`src/rtl/mem_arb_pkg.sv`:
```
// Shared types for the RAM port arbiter: FSM state encoding and port ids.
// Imported by the arbiter top and its winner-select sub-module.
package mem_arb_pkg;

   // 2'b11 is unused and falls back to IDLE in the FSM default branch.
   typedef enum logic [1:0] {
      IDLE  = 2'b00,
      ISSUE = 2'b01,
      RESP  = 2'b10
   } arb_state_e;

   localparam logic PORT_CPU = 1'b0;
   localparam logic PORT_IO  = 1'b1;

endpackage

```
`src/rtl/mem_port_arbiter_if.sv`:
```
// Bundle of both requester ports and the RAM side of the arbiter.
// slave: arbiter view; master: requesters/RAM (testbench) view.
interface mem_port_arbiter_if #(
   parameter int ADDR_W = 16,
   parameter int DATA_W = 16
);
   logic              req0;
   logic              we0;
   logic [ADDR_W-1:0] addr0;
   logic [DATA_W-1:0] wdata0;
   logic              ack0;
   logic [DATA_W-1:0] rdata0;

   logic              req1;
   logic              we1;
   logic [ADDR_W-1:0] addr1;
   logic [DATA_W-1:0] wdata1;
   logic              ack1;
   logic [DATA_W-1:0] rdata1;

   logic [ADDR_W-1:0] mem_addr;
   logic [DATA_W-1:0] mem_wdata;
   logic              mem_we;
   logic [DATA_W-1:0] mem_rdata;
   logic              busy;

   modport slave (
      input  req0, we0, addr0, wdata0,
      input  req1, we1, addr1, wdata1,
      input  mem_rdata,
      output ack0, rdata0, ack1, rdata1,
      output mem_addr, mem_wdata, mem_we, busy
   );

   modport master (
      output req0, we0, addr0, wdata0,
      output req1, we1, addr1, wdata1,
      output mem_rdata,
      input  ack0, rdata0, ack1, rdata1,
      input  mem_addr, mem_wdata, mem_we, busy
   );

endinterface

```
`src/rtl/mem_port_arbiter_pick2.sv`:
```
// Two-way winner select: req0_i/req1_i/last_srv_i in; valid_o, gnt_o out.
// Ties go to the port not served last, or always to port 0 in priority mode.
module arb_pick2
   import mem_arb_pkg::*;
#(
   parameter int CPU_PRIORITY = 0
) (
   input  logic req0_i,
   input  logic req1_i,
   input  logic last_srv_i,
   output logic valid_o,
   output logic gnt_o
);

   always_comb begin
      valid_o = req0_i | req1_i;
      gnt_o   = PORT_CPU;
      if (req0_i && req1_i) begin
         gnt_o = (CPU_PRIORITY != 0) ? PORT_CPU : ~last_srv_i;
      end else if (req1_i) begin
         gnt_o = PORT_IO;
      end
   end

endmodule

```
`src/rtl/mem_port_arbiter.sv`:
```
// Shares one single-port RAM between CPU (port 0) and I/O scanner (port 1).
// Ports: clock, reset (sync, active-high), bus (slave view of the interface).
module mem_port_arbiter
   import mem_arb_pkg::*;
#(
   parameter int ADDR_W       = 16,
   parameter int DATA_W       = 16,
   parameter int CPU_PRIORITY = 0
) (
   input  logic               clock,
   input  logic               reset,
   mem_port_arbiter_if.slave  bus
);

   arb_state_e        state_q;
   logic              gnt_q;
   logic              we_q;
   logic [ADDR_W-1:0] addr_q;
   logic [DATA_W-1:0] wdata_q;
   logic              mem_we_q;
   logic              ack_q;
   logic              busy_q;
   logic              last_srv_q;
   logic [DATA_W-1:0] hold0_q;
   logic [DATA_W-1:0] hold1_q;

   logic              pick_valid;
   logic              pick_gnt;
   logic              win_we_d;
   logic [ADDR_W-1:0] win_addr_d;
   logic [DATA_W-1:0] win_wdata_d;
   logic              rd_live;

   arb_pick2 #(
      .CPU_PRIORITY (CPU_PRIORITY)
   ) u_pick (
      .req0_i     (bus.req0),
      .req1_i     (bus.req1),
      .last_srv_i (last_srv_q),
      .valid_o    (pick_valid),
      .gnt_o      (pick_gnt)
   );

   assign win_we_d    = pick_gnt ? bus.we1    : bus.we0;
   assign win_addr_d  = pick_gnt ? bus.addr1  : bus.addr0;
   assign win_wdata_d = pick_gnt ? bus.wdata1 : bus.wdata0;

   always_ff @(posedge clock) begin
      if (reset) begin
         state_q    <= IDLE;
         gnt_q      <= PORT_CPU;
         we_q       <= 1'b0;
         addr_q     <= '0;
         wdata_q    <= '0;
         mem_we_q   <= 1'b0;
         ack_q      <= 1'b0;
         busy_q     <= 1'b0;
         last_srv_q <= PORT_IO;
         hold0_q    <= '0;
         hold1_q    <= '0;
      end else begin
         unique case (state_q)
            IDLE: begin
               if (pick_valid) begin
                  gnt_q      <= pick_gnt;
                  we_q       <= win_we_d;
                  addr_q     <= win_addr_d;
                  wdata_q    <= win_wdata_d;
                  mem_we_q   <= win_we_d;
                  last_srv_q <= pick_gnt;
                  busy_q     <= 1'b1;
                  state_q    <= ISSUE;
               end
            end
            ISSUE: begin
               mem_we_q <= 1'b0;
               ack_q    <= 1'b1;
               state_q  <= RESP;
            end
            RESP: begin
               ack_q   <= 1'b0;
               busy_q  <= 1'b0;
               state_q <= IDLE;
               if (!we_q) begin
                  if (gnt_q == PORT_CPU) hold0_q <= bus.mem_rdata;
                  else                   hold1_q <= bus.mem_rdata;
               end
            end
            default: begin
               mem_we_q <= 1'b0;
               ack_q    <= 1'b0;
               busy_q   <= 1'b0;
               state_q  <= IDLE;
            end
         endcase
      end
   end

   // RAM data is only live during RESP of a read; otherwise show the hold.
   assign rd_live = (state_q == RESP) && !we_q;

   assign bus.rdata0 = (rd_live && gnt_q == PORT_CPU) ? bus.mem_rdata : hold0_q;
   assign bus.rdata1 = (rd_live && gnt_q == PORT_IO)  ? bus.mem_rdata : hold1_q;

   assign bus.ack0      = ack_q && (gnt_q == PORT_CPU);
   assign bus.ack1      = ack_q && (gnt_q == PORT_IO);
   assign bus.mem_addr  = addr_q;
   assign bus.mem_wdata = wdata_q;
   assign bus.mem_we    = mem_we_q;
   assign bus.busy      = busy_q;

endmodule
```
`src/flat_wrapper.sv`:
```
// flat-port wrapper written by rule: the top's interface ports become plain ports
module mem_port_arbiter_flat import mem_arb_pkg::*;
#(
   parameter int ADDR_W       = 16,
   parameter int DATA_W       = 16,
   parameter int CPU_PRIORITY = 0
)
  (clock, reset, bus_req0, bus_we0, bus_addr0, bus_wdata0, bus_req1, bus_we1, bus_addr1, bus_wdata1, bus_mem_rdata, bus_ack0, bus_rdata0, bus_ack1, bus_rdata1, bus_mem_addr, bus_mem_wdata, bus_mem_we, bus_busy);
  mem_port_arbiter_if #(.ADDR_W(ADDR_W), .DATA_W(DATA_W)) bus_i ();
  input  logic clock;
  input  logic reset;
  input wire logic [$bits(bus_i.req0)-1:0] bus_req0;
  input wire logic [$bits(bus_i.we0)-1:0] bus_we0;
  input wire logic [$bits(bus_i.addr0)-1:0] bus_addr0;
  input wire logic [$bits(bus_i.wdata0)-1:0] bus_wdata0;
  input wire logic [$bits(bus_i.req1)-1:0] bus_req1;
  input wire logic [$bits(bus_i.we1)-1:0] bus_we1;
  input wire logic [$bits(bus_i.addr1)-1:0] bus_addr1;
  input wire logic [$bits(bus_i.wdata1)-1:0] bus_wdata1;
  input wire logic [$bits(bus_i.mem_rdata)-1:0] bus_mem_rdata;
  output wire logic [$bits(bus_i.ack0)-1:0] bus_ack0;
  output wire logic [$bits(bus_i.rdata0)-1:0] bus_rdata0;
  output wire logic [$bits(bus_i.ack1)-1:0] bus_ack1;
  output wire logic [$bits(bus_i.rdata1)-1:0] bus_rdata1;
  output wire logic [$bits(bus_i.mem_addr)-1:0] bus_mem_addr;
  output wire logic [$bits(bus_i.mem_wdata)-1:0] bus_mem_wdata;
  output wire logic [$bits(bus_i.mem_we)-1:0] bus_mem_we;
  output wire logic [$bits(bus_i.busy)-1:0] bus_busy;
  assign bus_i.req0 = bus_req0;
  assign bus_i.we0 = bus_we0;
  assign bus_i.addr0 = bus_addr0;
  assign bus_i.wdata0 = bus_wdata0;
  assign bus_i.req1 = bus_req1;
  assign bus_i.we1 = bus_we1;
  assign bus_i.addr1 = bus_addr1;
  assign bus_i.wdata1 = bus_wdata1;
  assign bus_i.mem_rdata = bus_mem_rdata;
  assign bus_ack0 = bus_i.ack0;
  assign bus_rdata0 = bus_i.rdata0;
  assign bus_ack1 = bus_i.ack1;
  assign bus_rdata1 = bus_i.rdata1;
  assign bus_mem_addr = bus_i.mem_addr;
  assign bus_mem_wdata = bus_i.mem_wdata;
  assign bus_mem_we = bus_i.mem_we;
  assign bus_busy = bus_i.busy;
  mem_port_arbiter #(.ADDR_W(ADDR_W), .DATA_W(DATA_W), .CPU_PRIORITY(CPU_PRIORITY)) u_core (.clock(clock), .reset(reset), .bus(bus_i));
endmodule
```
`config.mk`:
```
export PLATFORM = sky130hd
export DESIGN_NAME = mem_port_arbiter_flat
export DESIGN_NICKNAME = d
export VERILOG_FILES = /design/src/rtl/mem_arb_pkg.sv /design/src/rtl/mem_port_arbiter_if.sv /design/src/rtl/mem_port_arbiter_pick2.sv /design/src/rtl/mem_port_arbiter.sv /design/src/flat_wrapper.sv
export SDC_FILE = /design/constraint.sdc
export NUM_CORES = 1
export LEC_CHECK = 0
export ABC_AREA = 1
export CAP_MARGIN = 20
export CORE_MARGIN = 4
export CORE_UTILIZATION = 43
export CTS_BUF_LIST = sky130_fd_sc_hd__clkbuf_4 sky130_fd_sc_hd__clkbuf_8
export CTS_CLUSTER_DIAMETER = 200
export DETAILED_ROUTE_END_ITERATION = 7
export HOLD_SLACK_MARGIN = 0.02
export PLACE_DENSITY = 0.83
export SETUP_SLACK_MARGIN = 0.02
export SYNTH_ARGS = -nofsm -noshare
export SYNTH_HDL_FRONTEND = slang
export SYNTH_SLANG_ARGS = --single-unit
```
`constraint.sdc`:
```
create_clock -name clock -period 1.65 [get_ports clock]
set_clock_uncertainty 0.1 [all_clocks]
set_input_delay 0.33 -clock clock [delete_from_list [all_inputs] [get_ports clock]]
set_output_delay 0.33 -clock clock [all_outputs]
set_load 0.03 [all_outputs]
```
==> results of run 1 <==
-- flip-flops by register name, summed over array words and instances (netlist names), 2 cells and up --
signal	flops
u_core.hold0_q	16
u_core.state_q	2
u_core.hold1_q	16
u_core.bus.mem_wdata	16
u_core.bus.mem_addr	16
-- final cells by class --
class	count	area (sq um)	area share
repair buffers	201	2062	0.3468
clock inverters	6	61.31	0.01031
well taps	102	127.6	0.02146
inverters	122	457.9	0.07702
clock buffers	9	123.9	0.02083
flip-flops and latches	72	1449	0.2437
multi-input cells	335	1664	0.2799
-- synth_stat cells (all sizes together) --
cell / count / share of area
dfxtp: 72 / 0.42
nand4: 16 / 0.029
nand2: 123 / 0.13
clkbuf: 10 / 0.011
nand3: 6 / 0.010
inv: 122 / 0.13
buf: 19 / 0.037
a21oi: 4 / 0.0058
nor2: 135 / 0.15
o21ai: 50 / 0.072
-- worst max-delay path: cells and delay by family (launching register included) --
kind / cells / cell delay [ns]
buffers and inverters: 5 / 0.50
DFF: 1 / 0.33
and+or+nand+nor: 3 / 0.38
-- power by group --
| group | switching [mW] | internal, mW | leakage, nW |
|---|---|---|---|
| clock network | 0.655 | 0.684 | 0.0948 |
| logic | 0.896 | 0.692 | 2.43 |
| registers | 0.0702 | 1.88 | 0.593 |
-- metal layers --
layer | global-route usage | vias to the layer above
met5 | 0 | -
met4 | 0.06922 | 0
met3 | 0.08040 | 25
met2 | 0.4048 | 179
met1 | 0.2268 | 1854
li1 | - | 1995
-- worst max path at each step --
stage,endpoint,start,cells past startpoint,slack [ns]
final,bus_rdata1[4],u_core.state_q[1],8,-0.34
after CTS,bus_rdata0[10],u_core.state_q[1],7,-0.30
after detailed placement,u_core.bus.mem_wdata[11],bus_req1,7,-0.17
after global routing,bus_rdata1[4],u_core.state_q[0],7,-0.39
after floorplan,bus_rdata1[0],u_core.state_q[1],7,0.09
after global placement,u_core.bus.mem_wdata[11],bus_req1,7,-0.12
-- what timing repair did --
| item | 4_1_cts | 5_1_grt |
|---|---|---|
| cloned | 2 | 2 |
| resized for setup | 100 | 66 |
| endpoints found under the setup margin | 66 | 33 |
| hold buffers | 0 | 0 |
| setup buffers | 10 | 7 |
| pin swaps | 3 | 13 |
-- cells by family (layout without fill, tap and decap cells) --
kind of cell           after synthesis  count (layout)
buffers and inverters              151             338
AND/OR/NAND/NOR                    280             281
AO/OA/AOI/OAI                       54              54
flip-flops                          72              72
==> metrics.csv, run 1 <==
metric,value,unit
cts_tree,yes,
synthAdderAreaFrac,0,
crit_chain,inv_2 -> nor2_4 -> buf_6 -> clkbuf_16 -> nand4_1 -> nand2_2 -> inv_2 -> buf_6,
postRouteAntennaNets,0,
fill_cells,553,
portBuffers,153,
arrival,1.56,ns
path_clk_slew,0.08,ns
clock.fmax,502.6,MHz
r2r_slack,0.16,ns
via_per_inst,4.785,
h-tree-depth,3,
rsz0062_at_grt,yes,
placedInstanceArea,5175,sq um
hold_path_startpoint,u_core.last_srv_q,
synthSimpleGateAreaFrac,0.3233,
dr.first_iter.drc_count,157,
syn_area_per_cell,6.198,sq um
finalSetupTns,-9.346,ns
area_growth_syn_to_layout,72.24,%
start_util,0.4444,
slew_headroom,0.7643,
fin_util,0.7655,
grt_antenna_before_repair,0,
grt_max_degree,38,
cts_buffer_depth,2,
fin_crit_sh,1.206,
die_area,9526,sq um
synth_area,3452,sq um
worstHoldPathCells,2,
synth-compound-area-share,0.07829,
drt-met1-wl,4.238,mm
synth-xor-area-share,0,
worstSetupEndpointType,output port,
wl_met2,6.205,mm
die_w,97.60,um
power,4.872,mW
maxSlewViolCount,0,
num_antenna_cells,0,
insertion_delay,0.34,ns
vias,4053,
cts_buffers,9,
hold_path.class,flop to flop,
first_pass_iters,4,
reg2reg_to,u_core.hold1_q[6],
row_count,32,
grtUsageTotal,0.2185,
final_common_cell,nor2_1,
cp_slowest_cell,dfxtp_2,
synthCells,557,
grt_first_pass_wirelength,17.12,mm
r2r-start,u_core.state_q[1],
finalCriticalPeriod,1.990,ns
synthMuxAreaShare,0,
critical_path.max_stage_delay,0.33,ns
mostFrequentLayoutCells,"131 x nor2_1, 91 x inv_1, 89 x nand2_1, 85 x clkdlybuf4s50_1, 68 x dfxtp_1",
drc,0,
clkSinkCount,72,
layout.nets,827,
dp.final_hpwl,7.529,mm
hold_viol,0,
leakage,3.118,nW
post-place-ws,-0.1730,ns
highest_layer,met4,
grt_pass1_vias,3782,
synth_nets,643,
final.setup.worst_slack,-0.3395,ns
core-area,7767,sq um
place.gp.congestion,0.8000,
crit_type,flop to output port,
holdWs,0.3909,ns
synth.distinct_cells,18,
worst_pin_slew,0.3549,ns
worstPathRequired,1.22,ns
drive_gt1_frac,0.2523,
io_pins,154,
die_y,97.60,um
fin_area,5946,sq um
peakVddDrop,0.4682,mV
drv_cap,0,
ys_seq_area_frac,0.4175,
grt.overflow.total,0,
violations,setup timing,
yosysWarnings,0,
whs_endpoint,u_core.last_srv_q,
finalWirelength,11.82,mm
synth_top_family_by_area,simple AND/OR/NAND/NOR gates,
wire_per_inst,13.96,um
rr_worst_depth,9,
status,"finished, violations left",
yosys_register_bits,72,
root_buffer,clkbuf_8,
power_density,819.4,nW/um^2
met3RoutedLength,1.102,mm
cp_max_fo,6,
start_kind,flop,
dp_cells,811,
final_cells,847,
setup_viol,32,
Note: power is estimated with default switching activity, not from simulation.
==> run 2: changes to the inputs <==
- TNS_END_PERCENT: not set -> 50
==> run 2 against run 1 <==
Compared with the run above: sequential share of layout area grew 0.30 points; the flow still finishes with violations (setup timing); register-to-register slack worse by 0.02 ns; clock power hardly changed.
==> metrics.csv, run 2 (synthesis gave the netlist of run 1 again) <==
metric,value,unit,change
leakage,3.104,nW,-0.43%
rsz0062_at_grt,yes,,
h-tree-depth,3,,unchanged
cp_max_fo,6,,unchanged
worstHoldPathCells,2,,unchanged
drv_cap,0,,unchanged
intPower,3.238,mW,-0.40%
hold_path.class,flop to flop,,
die_area,9526,sq um,unchanged
wire_per_inst,13.70,um,-1.9%
fill_cells,559,,+1.1%
via_per_inst,4.779,,-0.13%
postRouteAntennaNets,0,,unchanged
io_pins,154,,unchanged
die_w,97.60,um,unchanged
insertion_delay,0.34,ns,about the same
worstSetupEndpointType,output port,,
grt_pass1_vias,3782,,unchanged
cts_tree,yes,,
dp.final_hpwl,7.529,mm,unchanged
whs_endpoint,u_core.last_srv_q,,
switching_share,0.3308,,-0.001889
combPwrFrac,0.322,,-0.004
grtUsageTotal,0.2185,,unchanged
cp_slowest_cell,dfxtp_2,,
r2r_slack,0.14,ns,-0.02 ns
hold_viol,0,,unchanged
finalWirelength,11.57,mm,-2.1%
reg2reg_to,u_core.hold1_q[4],,
setup_viol,32,,unchanged
path_clk_slew,0.08,ns,about the same
worstPathRequired,1.22,ns,about the same
maxSlewViolCount,0,,unchanged
switchingPower,1.601,mW,-1.2%
drive_gt1_frac,0.2328,,-0.01951
fin_crit_sh,1.201,,-0.005084
violations,setup timing,,
grt_max_degree,38,,unchanged
fin_util,0.7561,,-0.009343
core-area,7767,sq um,unchanged
crit_type,flop to output port,,
layout.nets,825,,-0.24%
root_buffer,clkbuf_8,,
hold_path_startpoint,u_core.last_srv_q,,
clock.fmax,504.8,MHz,+0.42%
rr_worst_depth,9,,unchanged
grt_antenna_before_repair,0,,unchanged
power_density,823.9,nW/um^2,+0.55%
start_util,0.4444,,unchanged
grt_first_pass_wirelength,17.12,mm,unchanged
start_kind,flop,,
critical_path.max_stage_delay,0.33,ns,about the same
portBuffers,153,,unchanged
dr.first_iter.drc_count,126,,-20%
cts_hold_buf,0,,unchanged
grt.overflow.total,0,,unchanged
final.setup.worst_slack,-0.3311,ns,+0.008388 ns
area_growth_syn_to_layout,70.13,%,
status,"finished, violations left",,
mostFrequentLayoutCells,"131 x nor2_1, 98 x nand2_1, 95 x inv_1, 85 x clkdlybuf4s50_1, 68 x dfxtp_1",,
final_common_cell,nor2_1,,
first_pass_iters,4,,unchanged
die_y,97.60,um,unchanged
crit_chain,inv_2 -> nor2_4 -> buf_6 -> clkbuf_16 -> nand4_1 -> nand2_2 -> inv_2 -> buf_6,,
cts_buffers,9,,unchanged
r2r-start,u_core.state_q[1],,
p_clk_frac,0.276,,about the same
num_antenna_cells,0,,unchanged
place.gp.congestion,0.8000,,unchanged
power,4.839,mW,-0.68%
arrival,1.55,ns,about the same
p_seq_frac,0.402,,+0.003
vias,4038,,-0.37%
slew_headroom,0.7632,,-0.001169
finalCriticalPeriod,1.981,ns,-0.008388 ns
peakVddDrop,0.4417,mV,-5.7%
row_count,32,,unchanged
clkSinkCount,72,,unchanged
worst_pin_slew,0.3567,ns,+0.001761 ns
drc,0,,unchanged
cts_buffer_depth,2,,unchanged
run 2: worst max path at each step:
stage | start | to | slack, ns | cells after the start
after floorplan | u_core.state_q[1] | bus_rdata1[0] | 0.09 | 7
final | u_core.state_q[1] | bus_rdata1[4] | -0.33 | 8
after detailed placement | bus_req1 | u_core.bus.mem_wdata[11] | -0.17 | 7
after global placement | bus_req1 | u_core.bus.mem_wdata[11] | -0.12 | 7
after CTS | u_core.state_q[1] | bus_rdata0[10] | -0.30 | 7
after global routing | u_core.state_q[0] | bus_rdata1[6] | -0.39 | 7
run 2: cell type report:
class / count / area, sq um / area share
clock buffers: 9 / 123.9 / 0.02109
clock inverters: 6 / 61.31 / 0.01044
inverters: 122 / 457.9 / 0.07797
multi-input cells: 335 / 1614 / 0.2748
flip-flops and latches: 72 / 1449 / 0.2467
well taps: 102 / 127.6 / 0.02173
repair buffers: 199 / 2039 / 0.3473
run 2: through the flow:
stage | setup WS [ns] | cell area (sq um) | std cells | TNS [ns] | hold slack [ns]
after floorplan | 0.08958 | 3452 | 557 | 0 | 0.3287
after global placement | -0.1200 | 5175 | 811 | -3.250 | 0.3489
after detailed placement | -0.1730 | 5175 | 811 | -4.906 | 0.3741
after CTS | -0.2987 | 5664 | 838 | -8.748 | 0.3951
after global routing | -0.3933 | 5873 | 845 | -10.79 | 0.4048
final | -0.3311 | 5873 | 845 | -9.158 | 0.3874
run 2: power groups by stage:
stage               Sequential [mW]  Clock, mW  Combinational (mW)
floorplan                      2.16          0               0.590
global placement               1.97          0                1.42
detailed placement             1.98          0                1.45
CTS                            1.94       1.36                1.48
global route                   1.96       1.44                1.67
finish                         1.94       1.34                1.56
run 2: worst max-delay path, delay by kind of cell, from the launching register on:
kind,cells,cell delay (ns)
buf+inv,5,0.49
simple gates,3,0.39
flops,1,0.33
run 2: layer usage:
metal | wire length (um) | GRT usage | vias up
met3 | 1133 | 0.08040 | 21
met5 | 0 | 0 | -
li1 | - | - | 1995
met4 | 206 | 0.06922 | 0
met1 | 4168 | 0.2268 | 1838
met2 | 6066 | 0.4048 | 184
run 2: timing repair:
item / CTS / global route
gates cloned: 2 / 2
gates resized for setup: 100 / 47
buffers inserted: 10 / 5
endpoints found under the setup margin: 66 / 33
pin swaps: 3 / 8
==> run 3: changes to the inputs <==
- CORE_UTILIZATION: 43 -> 60
- DONT_BUFFER_PORTS: not set -> 1
- PLACE_DENSITY: 0.83 -> 0.77
==> run 3 against run 2 <==
Compared with the run above: the run still ends with setup timing left; first-iteration DRC count shrank 5.6%; clock-buffer cell count rose by 2; sequential power grew 11%; die area is 26% lower; setup slack gained 0.095 ns; sequential cell count unchanged; utilization down 3.6 points; worst hold slack got worse by 0.34 ns; sequential share of layout area increased by 12 points; register-to-register slack improved by 0.07 ns; via count decreased by 21%; critical endpoint is now bus_rdata0[8].
==> metrics.csv, run 3 (synthesis gave the netlist of run 1 again) <==
metric,value,unit,change
status,"finished, violations left",,
violations,setup timing,,
finalCriticalPeriod,1.886,ns,-0.09466 ns
post-place-ws,0.01746,ns,+0.1905 ns
peakVddDrop,0.7320,mV,+66%
row_count,27,,-16%
insertion_delay,0.34,ns,about the same
slew_headroom,0.7522,,-0.01092
final_common_cell,nor2_1,,
hold_path_startpoint,bus_mem_rdata[10],,
cp_max_fo,20,,+14
root_buffer,clkbuf_8,,
worst_pin_slew,0.3711,ns,+0.01445 ns
reg2reg_to,u_core.bus.mem_wdata[14],,
rr_worst_depth,8,,-1
hold_viol,0,,unchanged
hold_path.class,input pin to flop,,
finalWirelength,8.260,mm,-29%
h-tree-depth,3,,unchanged
grt_antenna_before_repair,0,,unchanged
mostFrequentLayoutCells,"132 x nor2_1, 107 x nand2_1, 84 x inv_1, 69 x dfxtp_1, 31 x o21ai_0",,
drc,0,,unchanged
power,4.476,mW,-7.5%
path_depth,7,,-1
postRouteAntennaNets,0,,unchanged
num_antenna_cells,0,,unchanged
r2r_slack,0.21,ns,+0.07 ns
via_per_inst,5.047,,+5.6%
area_growth_syn_to_layout,15.59,%,
rsz0062_at_grt,yes,,
setup_viol,32,,unchanged
fin_crit_sh,1.143,,-0.05737
grt_max_degree,41,,+7.9%
crit_buf_inv,3,,-2
r2r-start,u_core.state_q[1],,
multi_input_area,1534,sq um,-5.0%
drv_cap,0,,unchanged
fin_util,0.7202,,-0.03593
place.gp.congestion,0.8764,,+9.5%
die_area,7031,sq um,-26%
critical_path.max_stage_delay,0.34,ns,about the same
fill_cells,466,,-17%
cts_buffer_depth,2,,unchanged
portBuffers,0,,-100%
cts_buffers,9,,unchanged
die_y,83.85,um,-14%
cp_slowest_cell,dfxtp_2,,
leakage,2.145,nW,-31%
dr.first_iter.drc_count,119,,-5.6%
core-area,5540,sq um,-29%
cts_tree,yes,,
final.setup.worst_slack,-0.2365,ns,+0.09466 ns
start_kind,flop,,
first_pass_iters,4,,unchanged
endpoint,bus_rdata0[8],,
path_clk_slew,0.08,ns,about the same
crit_chain,nor2_4 -> buf_12 -> nand2_4 -> buf_12 -> nand2_1 -> o21ai_2 -> inv_2,,
wire_per_inst,12.99,um,-5.2%
io_pins,154,,unchanged
path_delay_family,buffers and inverters,,
drive_gt1_frac,0.2004,,-0.03249
maxSlewViolCount,0,,unchanged
worstPathRequired,1.22,ns,about the same
start_util,0.6231,,+0.1787
clkSinkCount,72,,unchanged
dp.final_hpwl,5.715,mm,-24%
crit_top_cell,buf_12,,
vias,3210,,-21%
power_density,1122,nW/um^2,+36%
grt_first_pass_wirelength,13.41,mm,-22%
grt_pass1_vias,2995,,-21%
layout.nets,645,,-22%
arrival,1.46,ns,-0.09 ns
grt.overflow.total,0,,unchanged
grtUsageTotal,0.2311,,+0.01256
clock.fmax,530.1,MHz,+5.0%
finalSetupTns,-6.165,ns,+2.993 ns
crit_type,flop to output port,,
crit_start,u_core.state_q[0],,
seqCellArea,1448,sq um,about the same
worstSetupEndpointType,output port,,
die_w,83.85,um,-14%
## run 3: cell count changes in the layout (fill, tap and decap cells not counted), sizes merged
cell,before,now
bufinv,1,2
buf,78,19
clkdlybuf4s50,85,0
dlygate4sd2,34,0
clkinv,4,1
clkinvlp,1,2
## run 3: metal layers
metal | wire (um) | track usage | vias up
met2 | 4151 | 0.4071 | 120
met5 | 0 | 0 | -
li1 | - | - | 1642
met4 | 121 | 0.08041 | 0
met3 | 702 | 0.07601 | 15
met1 | 3284 | 0.2600 | 1433
## run 3: power breakdown
| part | switching [mW] | leakage (nW) | total, mW | internal, mW |
|---|---|---|---|---|
| Combinational | 0.515 | 1.44 | 0.761 | 0.246 |
| Clock | 0.658 | 0.109 | 1.57 | 0.907 |
| Sequential | 0.275 | 0.593 | 2.15 | 1.87 |
## run 3: cell type report
cell class	count	area share
Multi-Input combinational cell	335	0.3844
Sequential cell	72	0.3628
Inverter	122	0.1198
Timing Repair Buffer	19	0.05394
Clock buffer	11	0.03637
Tap cell	72	0.02258
Clock inverter	5	0.02007
## run 3: metrics by stage
stage               instances  instance area [sq um]  hold slack, ns
global route              636                   3990         0.04875
global placement          614                   3511          0.3053
floorplan                 557                   3452          0.3287
detailed placement        614                   3511          0.3077
CTS                       631                   3876         0.04011
finish                    636                   3990         0.04530
## run 3: worst min-delay path by stage
stage	endpoint	slack (ns)	cells after the start
3_5_place_dp	u_core.we_q	0.31	1
3_3_place_gp	u_core.bus.mem_we	0.31	1
6_report	u_core.hold0_q[10]	0.05	2
5_1_grt	u_core.hold0_q[15]	0.05	2
4_1_cts	u_core.hold0_q[9]	0.04	2
2_1_floorplan	u_core.last_srv_q	0.33	2
## run 3: timing repair
item | 4_1_cts | 5_1_grt
cloned | 0 | 1
endpoints found under the hold margin | 37 | 0
setup buffers | 0 | 4
setup endpoints to repair | 33 | 33
hold buffers | 1 | 0
pin swaps | 2 | 14
resized for setup | 65 | 17
